`src/rtl/input_port_ctrl_if.sv`:
```
// Interface bundling the buffer-side, switch-control and crossbar-side
// signals of one router input port controller.
// Optional macro: PKT_COUNT_EN adds the pkt_count completed-packet counter.
//
// Handshake: a flit moves towards the crossbar in a cycle where tx (valid)
// and credit_i (ready) are both high at the rising clock edge; the same
// condition pops the buffer through fifo_pull. tx never waits on credit_i.
interface input_port_ctrl_if #(
    parameter int WIDTH = 8,
    parameter int DEPTH = 8
);
    logic [WIDTH-1:0]         fifo_head;
    logic [$clog2(DEPTH):0]   fifo_counter;
    logic                     fifo_pull;
    logic                     h;
    logic                     ack_h;
    logic [WIDTH-1:0]         data_out;
    logic                     tx;
    logic                     credit_i;
    logic                     sender;
    // Debug visibility of the controller FSM and payload counter
    logic [2:0]               dbg_state;
    logic [WIDTH-1:0]         dbg_flit_cnt;
`ifdef PKT_COUNT_EN
    logic [15:0]              pkt_count;
`endif

`ifdef PKT_COUNT_EN
    modport master (
        input  fifo_head, fifo_counter, ack_h, credit_i,
        output fifo_pull, h, data_out, tx, sender, dbg_state, dbg_flit_cnt, pkt_count
    );
    modport slave (
        output fifo_head, fifo_counter, ack_h, credit_i,
        input  fifo_pull, h, data_out, tx, sender, dbg_state, dbg_flit_cnt, pkt_count
    );
`else
    modport master (
        input  fifo_head, fifo_counter, ack_h, credit_i,
        output fifo_pull, h, data_out, tx, sender, dbg_state, dbg_flit_cnt
    );
    modport slave (
        output fifo_head, fifo_counter, ack_h, credit_i,
        input  fifo_pull, h, data_out, tx, sender, dbg_state, dbg_flit_cnt
    );
`endif
endinterface

```
`src/rtl/input_port_ctrl.sv`:
```
// Input port packet controller: requests a route when a header sits at the
// buffer head, then streams header, size and payload flits to the crossbar
// under credit flow control, releasing the connection after the last flit.
// Optional macro: PKT_COUNT_EN adds a 16-bit wrapping completed-packet count.
module input_port_ctrl #(
    parameter int WIDTH = 8,
    parameter int DEPTH = 8
) (
    input  logic               clock,
    input  logic               reset,
    input_port_ctrl_if.master  port
);

    typedef enum logic [2:0] {
        IDLE         = 3'd0,
        REQ          = 3'd1,
        SEND_HDR     = 3'd2,
        SEND_SIZE    = 3'd3,
        SEND_PAYLOAD = 3'd4
    } state_t;

    state_t           state_q;
    logic             h_q;
    logic             sender_q;
    logic [WIDTH-1:0] flit_cnt_q;
`ifdef PKT_COUNT_EN
    logic [15:0]      pkt_count_q;
`endif

    logic has_data;
    logic sending;
    logic tx;
    logic xfer;

    // tx is gated by reset so an aborted packet never pops the buffer
    assign has_data = (port.fifo_counter != '0);
    assign sending  = (state_q == SEND_HDR) || (state_q == SEND_SIZE) ||
                      (state_q == SEND_PAYLOAD);
    assign tx       = sending & has_data & ~reset;
    assign xfer     = tx & port.credit_i;

    assign port.tx           = tx;
    assign port.fifo_pull    = xfer;
    assign port.data_out     = port.fifo_head;
    assign port.h            = h_q;
    assign port.sender       = sender_q;
    assign port.dbg_state    = state_q;
    assign port.dbg_flit_cnt = flit_cnt_q;
`ifdef PKT_COUNT_EN
    assign port.pkt_count    = pkt_count_q;
`endif

    // Packet FSM: request, grant, then header/size/payload streaming
    always_ff @(posedge clock) begin
        if (reset) begin
            state_q    <= IDLE;
            h_q        <= 1'b0;
            sender_q   <= 1'b0;
            flit_cnt_q <= '0;
`ifdef PKT_COUNT_EN
            pkt_count_q <= 16'd0;
`endif
        end else begin
            case (state_q)
                IDLE: begin
                    if (has_data) begin
                        state_q <= REQ;
                        h_q     <= 1'b1;
                    end
                end
                REQ: begin
                    if (port.ack_h) begin
                        h_q      <= 1'b0;
                        sender_q <= 1'b1;
                        state_q  <= SEND_HDR;
                    end
                end
                SEND_HDR: begin
                    if (xfer) begin
                        state_q <= SEND_SIZE;
                    end
                end
                SEND_SIZE: begin
                    if (xfer) begin
                        flit_cnt_q <= port.fifo_head;
                        if (port.fifo_head == '0) begin
                            // zero-length packet ends on the size flit
                            sender_q <= 1'b0;
                            state_q  <= IDLE;
`ifdef PKT_COUNT_EN
                            pkt_count_q <= pkt_count_q + 16'd1;
`endif
                        end else begin
                            state_q <= SEND_PAYLOAD;
                        end
                    end
                end
                SEND_PAYLOAD: begin
                    // flit_cnt is at least 1 here, so the decrement never wraps
                    if (xfer) begin
                        flit_cnt_q <= flit_cnt_q - WIDTH'(1);
                        if (flit_cnt_q == WIDTH'(1)) begin
                            sender_q <= 1'b0;
                            state_q  <= IDLE;
`ifdef PKT_COUNT_EN
                            pkt_count_q <= pkt_count_q + 16'd1;
`endif
                        end
                    end
                end
                default: begin
                    state_q <= IDLE;
                end
            endcase
        end
    end

endmodule

```
`src/flat_wrapper.sv`:
```
// flat-port wrapper written by rule: the top's interface ports become plain ports
module input_port_ctrl_flat 
#(
    parameter int WIDTH = 8,
    parameter int DEPTH = 8
)
  (clock, reset, port_fifo_head, port_fifo_counter, port_ack_h, port_credit_i, port_fifo_pull, port_h, port_data_out, port_tx, port_sender, port_dbg_state, port_dbg_flit_cnt);
  input_port_ctrl_if #(.WIDTH(WIDTH), .DEPTH(DEPTH)) port_i ();
  input  logic clock;
  input  logic reset;
  input wire logic [$bits(port_i.fifo_head)-1:0] port_fifo_head;
  input wire logic [$bits(port_i.fifo_counter)-1:0] port_fifo_counter;
  input wire logic [$bits(port_i.ack_h)-1:0] port_ack_h;
  input wire logic [$bits(port_i.credit_i)-1:0] port_credit_i;
  output wire logic [$bits(port_i.fifo_pull)-1:0] port_fifo_pull;
  output wire logic [$bits(port_i.h)-1:0] port_h;
  output wire logic [$bits(port_i.data_out)-1:0] port_data_out;
  output wire logic [$bits(port_i.tx)-1:0] port_tx;
  output wire logic [$bits(port_i.sender)-1:0] port_sender;
  output wire logic [$bits(port_i.dbg_state)-1:0] port_dbg_state;
  output wire logic [$bits(port_i.dbg_flit_cnt)-1:0] port_dbg_flit_cnt;
  assign port_i.fifo_head = port_fifo_head;
  assign port_i.fifo_counter = port_fifo_counter;
  assign port_i.ack_h = port_ack_h;
  assign port_i.credit_i = port_credit_i;
  assign port_fifo_pull = port_i.fifo_pull;
  assign port_h = port_i.h;
  assign port_data_out = port_i.data_out;
  assign port_tx = port_i.tx;
  assign port_sender = port_i.sender;
  assign port_dbg_state = port_i.dbg_state;
  assign port_dbg_flit_cnt = port_i.dbg_flit_cnt;
  input_port_ctrl #(.WIDTH(WIDTH), .DEPTH(DEPTH)) u_core (.clock(clock), .reset(reset), .port(port_i));
endmodule
```
`config.mk`:
```
export PLATFORM = sky130hd
export DESIGN_NAME = input_port_ctrl_flat
export DESIGN_NICKNAME = d
export VERILOG_FILES = /design/src/rtl/input_port_ctrl_if.sv /design/src/rtl/input_port_ctrl.sv /design/src/flat_wrapper.sv
export SDC_FILE = /design/constraint.sdc
export NUM_CORES = 1
export LEC_CHECK = 0
export CORE_MARGIN = 4
export CORE_UTILIZATION = 48
export CTS_BUF_LIST = sky130_fd_sc_hd__clkbuf_8
export DETAILED_ROUTE_END_ITERATION = 10
export GPL_ROUTABILITY_DRIVEN = 0
export PLACE_DENSITY = 0.94
export SYNTH_ARGS = -nofsm -noshare
export SYNTH_HDL_FRONTEND = slang
export SYNTH_SLANG_ARGS = --single-unit
```
`constraint.sdc`:
```
create_clock -name clock -period 5.15 [get_ports clock]
set_clock_uncertainty 0.1 [all_clocks]
set_input_delay 0.7725 -clock clock [delete_from_list [all_inputs] [get_ports clock]]
set_output_delay 0.7725 -clock clock [all_outputs]
set_load 0.005 [all_outputs]
```
==> impl_metrics.tcl <==
set metrics [dict create \
    io_pins 39 \
    maxSlewViolCount 0 \
    cts_tree "yes" \
    outcome "finished clean" \
    htree_levels 1 \
    async_flop_share_pct 0 \
    die_h_um 52.9 \
    avgRoutedWirePerCell_um 15.7 \
    cts.sinks 13 \
    worstMarginPinSlew_ns 0.811 \
    start_util_pct 53.2 \
    clk_pin_slew_worst_paths_ns 0.05 \
    crit_slowest_cell "clkdlybuf4s50_1" \
    routed_wl_um 2740 \
    synth_nets 141 \
    powerDensity_mw_per_mm2 333 \
    dr.pass1.iters 4 \
    ctsHoldBuffers 0 \
    cts-buffers-inserted 3 \
    rows 15 \
    power.leakage_nw 0.442 \
    timing.hold.ws_ns 0.403 \
    final_cell_mix "clkdlybuf4s50_1 (38), nand2_1 (13), dfxtp_1 (13), a21oi_1 (12)" \
    n_antenna_cell 0 \
    coreArea_mm2 0.00182 \
    antenna_found_initial 0 \
    fp.dieW_um 52.9 \
    hold_path_class "flip-flop to flip-flop" \
    mostFrequentLayoutCell "clkdlybuf4s50_1" \
    synth_edf_count 0 \
    dpl_cell_area_mm2 0.00125 \
    cp-start-kind "input port" \
    ctsLongestPathBuffers 2 \
    synthFlopType "dfxtp_1" \
    die_area_mm2 0.00280 \
    hold_viol_final 0 \
    hpwl_um 2060 \
    cts_root_buf "clkbuf_8" \
    synth-seq-cells 13 \
    netlist_area_um2 968 \
    netlist_instances 123 \
    path_class "input port to output pin" \
    crit_path_frequent_cell "clkdlybuf4s50_1" \
    cts_setup_buffers 0 \
    nFillCells 149 \
    slew_headroom_pct 45.7 \
    post-route-util_pct 71.1 \
    ir_worst_vdd_mv 0.269 \
    drtIter0Drc 34 \
    setup_viol 0 \
    nets 168 \
    cp.required_ns 4.28 \
    yosysWarnings 0 \
    grt_max_degree 16 \
    critical_path.top_delay_family "buffers and inverters" \
    postSynthAreaPerCell_um2 7.87 \
    period_share_pct 70.5 \
    grt_pass1_wl_um 4550 \
    area_delta_synth_final_pct 33.7 \
    cp.arrival_ns 2.76 \
    cp_num_buf_inv 2 \
    fin_setup_tns_ns 0 \
    num_vias 1062 \
    drive_gt1_share_pct 6.71 \
    period_minus_slack_ns 3.63 \
    grt_setup_unrepaired "false" \
    final_antenna_net_count 0 \
    drc 0 \
    finalPower_mw 0.432 \
    post_cts_resized 0 \
    port_buffers 38 \
    avgViaCountPerCell 6.10 \
    crit_chain "clkdlybuf4s50_1 -> nor2b_1 -> nand2_1 -> nor2_1 -> clkdlybuf4s50_1" \
    critPathMaxFanout 15 \
    clk_latency_ns 0.25 \
    ys_seq_area_share_pct 26.9 \
    drv_cap 0 \
    max_freq_mhz 275 \
    cpPeakStageDelay_ns 0.68 \
    stdcell_area_mm2 0.00129 \
    overflow 0 \
    synth_cell_type_count 39 \
    track_usage_pct 22.0 \
    grt_pass1_vias 968 \
    cp-end-kind "output pin" \
]
==> worst paths after layout <==
| check | start | to | slack (ns) | cells after the start |
|---|---|---|---|---|
| setup reg to reg | u_core.port.dbg_state[2]$_SDFFE_PP0P_ | u_core.port.dbg_flit_cnt[1]$_SDFFE_PP0P_ | 2.87 | 4 |
| setup / recovery | reset | port_fifo_pull | 1.52 | 5 |
| hold / removal | u_core.port.dbg_flit_cnt[1]$_SDFFE_PP0P_ | u_core.port.dbg_flit_cnt[1]$_SDFFE_PP0P_ | 0.40 | 2 |
| hold reg to reg | u_core.port.dbg_flit_cnt[1]$_SDFFE_PP0P_ | u_core.port.dbg_flit_cnt[1]$_SDFFE_PP0P_ | 0.40 | 2 |
==> worst register-to-register path: cells and delay by family, from the launching register on <==
family	cells	cell delay (ns)
AO/OA/AOI/OAI	3	0.84
flip-flops	1	0.52
AND/OR/NAND/NOR	1	0.74
==> metal layers <==
metal	vias to the layer above	track usage (%)	part of all wire, %
met5	-	0	0
met4	0	12.8	3.8
met3	13	4.23	7.8
met2	62	35.3	47
met1	485	27.2	42
li1	502	-	-
==> state kept, by name, indices dropped and copies added, names as in the netlist <==
register and count:
u_core.port.dbg_flit_cnt 8, u_core.port.dbg_state 3, u_core.port.h 1, u_core.port.sender 1
==> cell type report <==
class | count | area [um2] | share of cell area [%]
Multi-Input combinational cell | 88 | 556 | 42.9
Timing Repair Buffer | 38 | 380 | 29.4
Clock inverter | 1 | 3.75 | 0.290
Inverter | 6 | 22.5 | 1.74
Sequential cell | 13 | 260 | 20.1
Tap cell | 25 | 31.3 | 2.42
Clock buffer | 3 | 41.3 | 3.19
==> per-stage QoR <==
| step | cells | worst slack, ns |
|---|---|---|
| 6_report | 174 | 1.52 |
| 5_1_grt | 174 | 1.46 |
| 4_1_cts | 174 | 1.55 |
| 3_5_place_dp | 170 | 1.57 |
| 3_3_place_gp | 170 | 1.74 |
| 2_1_floorplan | 123 | 2.71 |
==> cell families after synthesis <==
family | share of synthesized area, %
simple gates | 26.5
compound gates | 25.7
buf+inv | 15.8
flops | 26.9
mux | 2.58
fa+ha+maj | 2.58
==> Yosys cell counts (all sizes together) (2+ instances only) <==
cell   instances  area, um2
dfxtp         13        260
nor2           7       26.3
inv            6       22.5
a21oi         12       60.1
nand2         13       48.8
nor2b          2       12.5
buf           15        126
a32o           3       30.0
nand4          2       12.5
nor3           7       35.0
a21o           4       30.0
a211o          2       18.8
o21ai          7       38.8
nor3b          2       20.0
a31oi          4       25.0
or3b           2       17.5
nor4           5       37.5
ha             2       25.0
nand3          2       10.0
==> report_power, final <==
| part | leakage (nW) | switching (mW) | total (mW) | internal, mW |
|---|---|---|---|---|
| Combinational | 0.309 | 0.0836 | 0.191 | 0.108 |
| Sequential | 0.106 | 0.0295 | 0.149 | 0.119 |
| Clock | 0.0269 | 0.0394 | 0.0922 | 0.0528 |
| Total | 0.442 | 0.152 | 0.432 | 0.279 |
Note: power is estimated with default switching activity, not from simulation.
